File: config.mk
export PLATFORM = sky130hd
export DESIGN_NAME = ppt_regfile
export DESIGN_NICKNAME = d
export VERILOG_FILES = /design/src/rtl/ppt_regfile_pkg.sv /design/src/rtl/ppt_regfile_channel.sv /design/src/rtl/ppt_regfile.sv
export SDC_FILE = /design/constraint.sdc
export NUM_CORES = 1
export LEC_CHECK = 0
export CAP_MARGIN = 20
export CORE_ASPECT_RATIO = 1.1
export CORE_UTILIZATION = 40
export CTS_CLUSTER_SIZE = 40
export DETAILED_ROUTE_END_ITERATION = 8
export GPL_TIMING_DRIVEN = 0
export MAX_ROUTING_LAYER = met4
export SYNTH_ARGS = -nofsm -noshare
export SYNTH_HDL_FRONTEND = slang
export SYNTH_SLANG_ARGS = --single-unit
File: constraint.sdc
create_clock -name clk -period 1.9 [get_ports clk]
set_clock_uncertainty 0.2 [all_clocks]
set_input_delay 0.19 -clock clk [delete_from_list [all_inputs] [get_ports clk]]
set_output_delay 0.19 -clock clk [all_outputs]
set_load 0.005 [all_outputs]
File: src/rtl/ppt_regfile_pkg.sv
// Shared register map, bit positions, reset defaults and FSM state types for ppt_regfile.
package ppt_regfile_pkg;

  localparam logic [3:0] OFF_CLK_DIV  = 4'h0;
  localparam logic [3:0] OFF_PERIOD_L = 4'h1;
  localparam logic [3:0] OFF_PERIOD_H = 4'h2;
  localparam logic [3:0] OFF_WIDTH_L  = 4'h3;
  localparam logic [3:0] OFF_WIDTH_H  = 4'h4;
  localparam logic [3:0] OFF_COUNT_L  = 4'h5;
  localparam logic [3:0] OFF_COUNT_H  = 4'h6;
  localparam logic [3:0] OFF_CTRL     = 4'h7;
  localparam logic [3:0] OFF_CDONE_L  = 4'h8;
  localparam logic [3:0] OFF_CDONE_H  = 4'h9;
  localparam logic [3:0] OFF_STATUS   = 4'hA;

  localparam int CTRL_RUN     = 0;
  localparam int CTRL_COMMIT  = 1;
  localparam int CTRL_IE      = 2;
  localparam int STAT_DONE    = 0;
  localparam int STAT_STICKY  = 1;
  localparam int STAT_PENDING = 2;

  localparam logic [4:0]  RST_CLK_DIV = 5'd9;
  localparam int unsigned RST_PERIOD  = 128;
  localparam int unsigned RST_WIDTH   = 1;
  localparam int unsigned RST_COUNT   = 16;

  typedef enum logic {CM_IDLE, CM_PENDING} commit_state_t;
  typedef enum logic {INIT_S, READY_S} init_state_t;

endpackage

File: src/rtl/ppt_regfile_channel.sv
// One PPT channel: shadow/live configuration, deferred commit FSM, status capture.
// Sticky DONE, IE and interrupt request exist only when PPT_REGFILE_IRQ_EN is defined.
module ppt_regfile_channel
  import ppt_regfile_pkg::*;
#(
  parameter int PW = 14,
  parameter int CW = 8
) (
  input  logic          clk,
  input  logic          rstn,
  input  logic [3:0]    offset_i,
  input  logic          wr_i,
  input  logic [7:0]    wdata_i,
  input  logic          init_load_i,
  input  logic          run_init_i,
  input  logic [CW-1:0] count_done_i,
  input  logic          done_i,
  output logic [7:0]    rdata_o,
  output logic [4:0]    clk_div_o,
  output logic [PW-1:0] period_o,
  output logic [PW-1:0] width_o,
  output logic [CW-1:0] count_o,
  output logic          run_o,
  output logic          irq_o
);

  logic [4:0]    cdiv_sh_q, cdiv_sh_d, cdiv_lv_q, cdiv_lv_d;
  logic [PW-1:0] per_sh_q, per_sh_d, per_lv_q, per_lv_d;
  logic [PW-1:0] wid_sh_q, wid_sh_d, wid_lv_q, wid_lv_d;
  logic [CW-1:0] cnt_sh_q, cnt_sh_d, cnt_lv_q, cnt_lv_d;
  logic [CW-1:0] cd_q, cd_d;
  logic          run_q, run_d;
  logic          done_q, done_d;
  commit_state_t state_q, state_d;

  logic          commit_wr;
  logic          ie_bit, sticky_bit;
  logic [15:0]   per_ext, wid_ext, cnt_ext, cd_ext;

  // Zero-extended views give uniform byte access for any PW/CW in range.
  assign per_ext = 16'(per_sh_q);
  assign wid_ext = 16'(wid_sh_q);
  assign cnt_ext = 16'(cnt_sh_q);
  assign cd_ext  = 16'(cd_q);

  assign commit_wr = wr_i && (offset_i == OFF_CTRL) && wdata_i[CTRL_COMMIT];

`ifdef PPT_REGFILE_IRQ_EN
  logic ie_q, ie_d, sticky_q, sticky_d;
  assign ie_bit     = ie_q;
  assign sticky_bit = sticky_q;
  assign irq_o      = ie_q & sticky_q;
`else
  assign ie_bit     = 1'b0;
  assign sticky_bit = 1'b0;
  assign irq_o      = 1'b0;
`endif

  always_comb begin
    cdiv_sh_d = cdiv_sh_q;
    per_sh_d  = per_sh_q;
    wid_sh_d  = wid_sh_q;
    cnt_sh_d  = cnt_sh_q;
    cdiv_lv_d = cdiv_lv_q;
    per_lv_d  = per_lv_q;
    wid_lv_d  = wid_lv_q;
    cnt_lv_d  = cnt_lv_q;
    run_d     = run_q;
    state_d   = state_q;
    cd_d      = count_done_i;
    done_d    = done_i;
`ifdef PPT_REGFILE_IRQ_EN
    ie_d      = ie_q;
    sticky_d  = sticky_q;
`endif

    if (init_load_i) run_d = run_init_i;

    if (wr_i) begin
      case (offset_i)
        OFF_CLK_DIV:  cdiv_sh_d = wdata_i[4:0];
        OFF_PERIOD_L: per_sh_d  = PW'({per_ext[15:8], wdata_i});
        OFF_PERIOD_H: per_sh_d  = PW'({wdata_i, per_ext[7:0]});
        OFF_WIDTH_L:  wid_sh_d  = PW'({wid_ext[15:8], wdata_i});
        OFF_WIDTH_H:  wid_sh_d  = PW'({wdata_i, wid_ext[7:0]});
        OFF_COUNT_L:  cnt_sh_d  = CW'({cnt_ext[15:8], wdata_i});
        OFF_COUNT_H:  cnt_sh_d  = CW'({wdata_i, cnt_ext[7:0]});
        OFF_CTRL: begin
          run_d = wdata_i[CTRL_RUN];
`ifdef PPT_REGFILE_IRQ_EN
          ie_d  = wdata_i[CTRL_IE];
`endif
        end
`ifdef PPT_REGFILE_IRQ_EN
        OFF_STATUS: if (wdata_i[STAT_STICKY]) sticky_d = 1'b0;
`endif
        default: ;
      endcase
    end

`ifdef PPT_REGFILE_IRQ_EN
    // A new rising edge outranks a W1C clear landing in the same cycle.
    if (done_i && !done_q) sticky_d = 1'b1;
`endif

    case (state_q)
      CM_IDLE: if (commit_wr) state_d = CM_PENDING;
      CM_PENDING: begin
        if (!run_q || done_i) begin
          cdiv_lv_d = cdiv_sh_q;
          per_lv_d  = per_sh_q;
          wid_lv_d  = wid_sh_q;
          cnt_lv_d  = cnt_sh_q;
          state_d   = commit_wr ? CM_PENDING : CM_IDLE;
        end
      end
      default: state_d = CM_IDLE;
    endcase
  end

  always_ff @(posedge clk or negedge rstn) begin
    if (!rstn) begin
      cdiv_sh_q <= RST_CLK_DIV;
      per_sh_q  <= PW'(RST_PERIOD);
      wid_sh_q  <= PW'(RST_WIDTH);
      cnt_sh_q  <= CW'(RST_COUNT);
      cdiv_lv_q <= RST_CLK_DIV;
      per_lv_q  <= PW'(RST_PERIOD);
      wid_lv_q  <= PW'(RST_WIDTH);
      cnt_lv_q  <= CW'(RST_COUNT);
      run_q     <= 1'b0;
      state_q   <= CM_IDLE;
      cd_q      <= '0;
      done_q    <= 1'b0;
`ifdef PPT_REGFILE_IRQ_EN
      ie_q      <= 1'b0;
      sticky_q  <= 1'b0;
`endif
    end else begin
      cdiv_sh_q <= cdiv_sh_d;
      per_sh_q  <= per_sh_d;
      wid_sh_q  <= wid_sh_d;
      cnt_sh_q  <= cnt_sh_d;
      cdiv_lv_q <= cdiv_lv_d;
      per_lv_q  <= per_lv_d;
      wid_lv_q  <= wid_lv_d;
      cnt_lv_q  <= cnt_lv_d;
      run_q     <= run_d;
      state_q   <= state_d;
      cd_q      <= cd_d;
      done_q    <= done_d;
`ifdef PPT_REGFILE_IRQ_EN
      ie_q      <= ie_d;
      sticky_q  <= sticky_d;
`endif
    end
  end

  always_comb begin
    rdata_o = 8'h00;
    case (offset_i)
      OFF_CLK_DIV:  rdata_o = {3'b000, cdiv_sh_q};
      OFF_PERIOD_L: rdata_o = per_ext[7:0];
      OFF_PERIOD_H: rdata_o = per_ext[15:8];
      OFF_WIDTH_L:  rdata_o = wid_ext[7:0];
      OFF_WIDTH_H:  rdata_o = wid_ext[15:8];
      OFF_COUNT_L:  rdata_o = cnt_ext[7:0];
      OFF_COUNT_H:  rdata_o = cnt_ext[15:8];
      OFF_CTRL:     rdata_o = {5'b00000, ie_bit, 1'b0, run_q};
      OFF_CDONE_L:  rdata_o = cd_ext[7:0];
      OFF_CDONE_H:  rdata_o = cd_ext[15:8];
      OFF_STATUS:   rdata_o = {5'b00000, (state_q == CM_PENDING), sticky_bit, done_q};
      default:      rdata_o = 8'h00;
    endcase
  end

  assign clk_div_o = cdiv_lv_q;
  assign period_o  = per_lv_q;
  assign width_o   = wid_lv_q;
  assign count_o   = cnt_lv_q;
  assign run_o     = run_q;

endmodule

File: src/rtl/ppt_regfile.sv
// Multi-channel PPT register file: channel decode, read mux, RUN strap init, irq.
// Optional interrupt support is enabled by defining PPT_REGFILE_IRQ_EN.
module ppt_regfile
  import ppt_regfile_pkg::*;
#(
  parameter int CHANNELS = 2,
  parameter int PW       = 14,
  parameter int CW       = 8
) (
  input  logic                   clk,
  input  logic                   rstn,
  input  logic [7:0]             address,
  input  logic [7:0]             data_in,
  output logic [7:0]             data_out,
  input  logic                   write_enable,
  input  logic                   run_on_reset,
  output logic [5*CHANNELS-1:0]  clk_div,
  output logic [PW*CHANNELS-1:0] period,
  output logic [PW*CHANNELS-1:0] width,
  output logic [CW*CHANNELS-1:0] count,
  output logic [CHANNELS-1:0]    run_ppt,
  input  logic [CW*CHANNELS-1:0] count_done,
  input  logic [CHANNELS-1:0]    done,
  output logic                   irq
);

  init_state_t init_q, init_d;
  logic        init_load;
  logic        irq_q;
  logic [7:0]  rdata_ch [CHANNELS];
  logic [CHANNELS-1:0] irq_ch;

  // RUN strap loads on the first idle cycle; any write defers it by a cycle.
  assign init_load = (init_q == INIT_S) && !write_enable;

  always_comb begin
    init_d = init_q;
    if (init_load) init_d = READY_S;
  end

  always_ff @(posedge clk or negedge rstn) begin
    if (!rstn) begin
      init_q <= INIT_S;
      irq_q  <= 1'b0;
    end else begin
      init_q <= init_d;
      irq_q  <= |irq_ch;
    end
  end

  for (genvar gi = 0; gi < CHANNELS; gi++) begin : g_ch
    ppt_regfile_channel #(
      .PW(PW),
      .CW(CW)
    ) u_ch (
      .clk          (clk),
      .rstn         (rstn),
      .offset_i     (address[3:0]),
      .wr_i         (write_enable && (address[7:4] == 4'(gi))),
      .wdata_i      (data_in),
      .init_load_i  (init_load),
      .run_init_i   (run_on_reset),
      .count_done_i (count_done[gi*CW +: CW]),
      .done_i       (done[gi]),
      .rdata_o      (rdata_ch[gi]),
      .clk_div_o    (clk_div[gi*5 +: 5]),
      .period_o     (period[gi*PW +: PW]),
      .width_o      (width[gi*PW +: PW]),
      .count_o      (count[gi*CW +: CW]),
      .run_o        (run_ppt[gi]),
      .irq_o        (irq_ch[gi])
    );
  end

  always_comb begin
    data_out = 8'h00;
    for (int i = 0; i < CHANNELS; i++) begin
      if (address[7:4] == 4'(i)) data_out = rdata_ch[i];
    end
  end

  assign irq = irq_q;

endmodule

==> flow_metrics.py <==
metrics = {
    "cells_and_area": {
        "layout-drive-gt1-share_pct": 35.9,
        "insertedDiodeCount": 0,
        "nNetsFinal": 825,
        "instances_no_fill": 1052,
        "layout.core_utilization_pct": 54.9,
        "final_area_um2": 10900,
        "area_growth_syn_to_layout_pct": 33.5,
    },
    "clock_network": {
        "number_of_h_tree_levels": 4,
        "cts.sinks": 187,
        "clock_path_buffers": 2,
        "clkTransAtPathRegs_ns": 0.07,
        "clock_tree_from_tritoncts": "yes",
        "clk_root_buffer_cell": "sky130_fd_sc_hd__clkbuf_16",
        "cts_inserted_buffers": 17,
        "worst_skew_pair.late_latency_ns": 0.43,
    },
    "worst_setup_path": {
        "worst_setup_path_startpoint": "g_ch[1].u_ch.wid_sh_q[1]$_DFFE_PN0P_",
        "critical_path.reg2reg.startpoint": "g_ch[1].u_ch.run_o$_DFF_PN0_",
        "required_time_worst_endpoint_ns": 1.51,
        "worst_path_arrival_time_ns": 1.95,
        "path_max_fanout": 2,
        "critical_path.endpoint_type": "primary output",
        "critical_path_class": "flop to primary output",
        "worstSetupStartpointType": "flop",
    },
    "pwr": {
        "sequentialPowerShare_pct": 48.1,
        "power_leakage_nw": 5.11,
        "netSwitchingPower_mw": 2.19,
        "internal_power_component_mw": 6.57,
        "switch_share_pct": 25.0,
        "pwr-share-clk_pct": 43.6,
        "ir_drop_mv": 0.620,
        "power_density_nw_per_um2": 801,
        "totalPowerFinal_mw": 8.76,
        "share_comb_of_total_power_pct": 8.3,
    },
    "floorplan": {
        "ios": 131,
        "die_boundary_width_um": 138,
        "initial_core_util_pct": 41.1,
        "fp.coreArea_um2": 19900,
        "die_area_um2": 21100,
        "chipHeight_um": 152,
        "core.rowCount": 54,
    },
    "run_status": {
        "outcome": "finished, violations left",
        "violations": "design-rule violations, negative setup slack",
    },
    "sta": {
        "tightestPinTransition_ns": 0.979,
        "fmax_ghz": 0.427,
        "totalNegativeSetupSlack_ns": -3.22,
        "worst_slack_ns": -0.445,
        "finalSetupViolations": 8,
        "maxSlewHeadroom_pct": 34.8,
        "final_max_slew_viol_count": 0,
        "timing.final.crit_share_pct": 123,
        "timing.final.hold_violations": 0,
        "hold_ws_ns": 0.00910,
        "finalWorstPathRequiredPeriod_ns": 2.34,
        "rsz0062_at_grt": "true",
    },
    "route": {
        "wire_per_inst_um": 24.9,
        "route.detailed.vias_per_inst": 5.50,
        "finalWirelength_um": 26200,
        "detail-route-antenna-nets": 0,
        "post-route-drc-count": 18,
        "detailedRoute.firstIterationViolations": 485,
        "route.vias.total": 5785,
        "drt-pass1-iter-count": 8,
    },
    "yosys": {
        "synthCells": 610,
        "synth_top_area_share_pct": 51.0,
        "post_synth.cell_area_avg_um2": 13.4,
        "synth_seq_area_share_pct": 57.4,
        "yosys.area.top_type": "sky130_fd_sc_hd__dfrtp_1",
        "synth-edff-count": 0,
        "synthesis.area_um2": 8190,
        "number_of_distinct_standard_cells_referenced_by_the_synthesized_netlist": 54,
        "yosys-top-cells-area": "sky130_fd_sc_hd__dfrtp_1 (51%), sky130_fd_sc_hd__mux2_2 (12%), sky130_fd_sc_hd__dfstp_2 (6.4%), sky130_fd_sc_hd__mux2_1 (5.4%), sky130_fd_sc_hd__mux2_4 (3.3%)",
        "synth.top_cells.by_count": "sky130_fd_sc_hd__dfrtp_1 (167), sky130_fd_sc_hd__mux2_2 (87), sky130_fd_sc_hd__nand2_1 (60)",
        "mappedNetlistNets": 648,
        "yosysMostFrequentCell": "sky130_fd_sc_hd__dfrtp_1",
        "yosys_warnings": 0,
        "synth_flop_cell": "sky130_fd_sc_hd__dfrtp_1",
        "synth-async-reset-ratio_pct": 100,
        "synth-seq-cells": 187,
    },
    "min_path": {
        "holdCritPathClass": "input pin to flop",
        "worstHoldStart": "count_done[10]",
    },
    "placed_design": {
        "port_buffers": 125,
        "hpwl_um": 18800,
        "placedCellCount": 988,
        "dp_slack_ns": -1.46,
        "postPlaceCellArea_um2": 9790,
        "final_weighted_congestion_in_routability_driven_placement": 0.897,
    },
    "grt": {
        "grt_start_max_net_pins": 99,
        "grt_use_total_pct": 26.8,
        "grt_antenna_before_repair": 0,
        "grt_first_pass_wirelength_um": 39700,
        "globalRoute.totalOverflow": 0,
        "vias_in_the_first_global_route": 6138,
    },
    "job": {
        "timing.max_cap.violations": 0,
    },
}
repair_timing:
action,4_1_cts,5_1_grt
setup buffers,14,6
pin swaps,18,6
gates resized for setup,101,16
endpoints found under the hold margin,98,1
hold buffers,11,1
setup endpoints to repair,128,23
gates cloned,1,0
routing by layer:
| metal | vias to the layer above | global-route usage [%] | share of wire, % |
|---|---|---|---|
| li1 | 2569 | - | - |
| met1 | 2976 | 33.9 | 44 |
| met3 | 38 | 3.69 | 4.2 |
| met5 | - | - | 0 |
| met4 | 0 | 9.74 | 2.4 |
| met2 | 202 | 44.1 | 50 |
registers in the layout, summed over array words and instances (netlist names), 10 cells and up:
signal / cells
g_ch.u_ch.wid_sh_q: 28
g_ch.u_ch.period_o: 28
g_ch.u_ch.per_sh_q: 28
g_ch.u_ch.clk_div_o: 10
g_ch.u_ch.count_o: 16
g_ch.u_ch.cd_q: 16
g_ch.u_ch.width_o: 28
g_ch.u_ch.cnt_sh_q: 16
g_ch.u_ch.cdiv_sh_q: 10
final timing paths:
kind	endpoint	slack [ns]	cells after the start
min	g_ch[1].u_ch.cd_q[2]$_DFF_PN0_	0.009	1
max	data_out[1]	-0.44	5
max reg2reg	g_ch[1].u_ch.period_o[1]$_DFFE_PN0P_	0.06	6
min reg2reg	g_ch[1].u_ch.period_o[0]$_DFFE_PN0P_	0.30	1
min in group asynchronous	g_ch[1].u_ch.period_o[12]$_DFFE_PN0P_	0.13	2
max in group asynchronous	g_ch[0].u_ch.period_o[8]$_DFFE_PN0P_	0.47	3
kinds of logic (layout without fill, tap and decap cells):
kind of cell | count (synthesis) | count (layout) | synth area share [%]
flops | 187 | 187 | 57.4
mux | 152 | 152 | 21.8
simple gates | 125 | 125 | 9.09
compound gates | 102 | 102 | 8.40
buf+inv | 43 | 233 | 3.27
other cells | 1 | 1 | 0.0458
power by group through the flow:
stage / clock [mW] / combinational, mW / sequential, mW
after floorplan: 0 / 0.292 / 4.23
after global placement: 0 / 0.602 / 4.29
after detailed placement: 0 / 0.619 / 4.29
after CTS: 3.87 / 0.703 / 4.22
after global routing: 4.03 / 0.774 / 4.22
final: 3.82 / 0.724 / 4.22
cell type report:
class / instances / area (um^2)
buffer: 40 / 342
clock buffer: 19 / 443
clock inverter: 13 / 181
fill: 1664 / 9000
inverter: 2 / 7.51
multi-input combinational: 380 / 3400
sequential: 187 / 4710
tap: 252 / 315
timing repair buffer: 159 / 1540
cells in the final DEF (no fill, tap or decap), types with 5 or more instances in the layout:
cell                              netlist  final
sky130_fd_sc_hd__clkdlybuf4s50_1        0    111
sky130_fd_sc_hd__buf_6                  7     16
sky130_fd_sc_hd__nand2_1               60     60
sky130_fd_sc_hd__dfrtp_2                0      5
sky130_fd_sc_hd__buf_4                  8     29
sky130_fd_sc_hd__nand2b_1               6      5
sky130_fd_sc_hd__mux2_2                87     82
sky130_fd_sc_hd__o21ai_1               33     32
sky130_fd_sc_hd__dlygate4sd3_1          0     12
sky130_fd_sc_hd__a22oi_1                7      6
sky130_fd_sc_hd__nand3_4                6      6
sky130_fd_sc_hd__mux2i_1                7      5
sky130_fd_sc_hd__nor2_1                14     12
sky130_fd_sc_hd__dfstp_2               20     20
sky130_fd_sc_hd__a22o_1                 9      9
sky130_fd_sc_hd__mux2_1                39     37
sky130_fd_sc_hd__o21ai_0                8      8
sky130_fd_sc_hd__a32oi_1                9      9
sky130_fd_sc_hd__nand2_4                6      6
sky130_fd_sc_hd__dfrtp_1              167    162
sky130_fd_sc_hd__buf_2                 16     15
sky130_fd_sc_hd__o22ai_2                0      7
sky130_fd_sc_hd__clkbuf_16              0     18
sky130_fd_sc_hd__mux2_4                18     25
sky130_fd_sc_hd__nor2b_1                8      5
worst max-delay path, cell delays in order, from the launching register on:
cell,delay (ns)
sky130_fd_sc_hd__dfrtp_2,0.44
sky130_fd_sc_hd__mux4_2,0.49
sky130_fd_sc_hd__a21oi_2,0.16
sky130_fd_sc_hd__o22ai_2,0.10
sky130_fd_sc_hd__a22o_1,0.20
sky130_fd_sc_hd__buf_2,0.12
(Power assumes the default switching activity.)
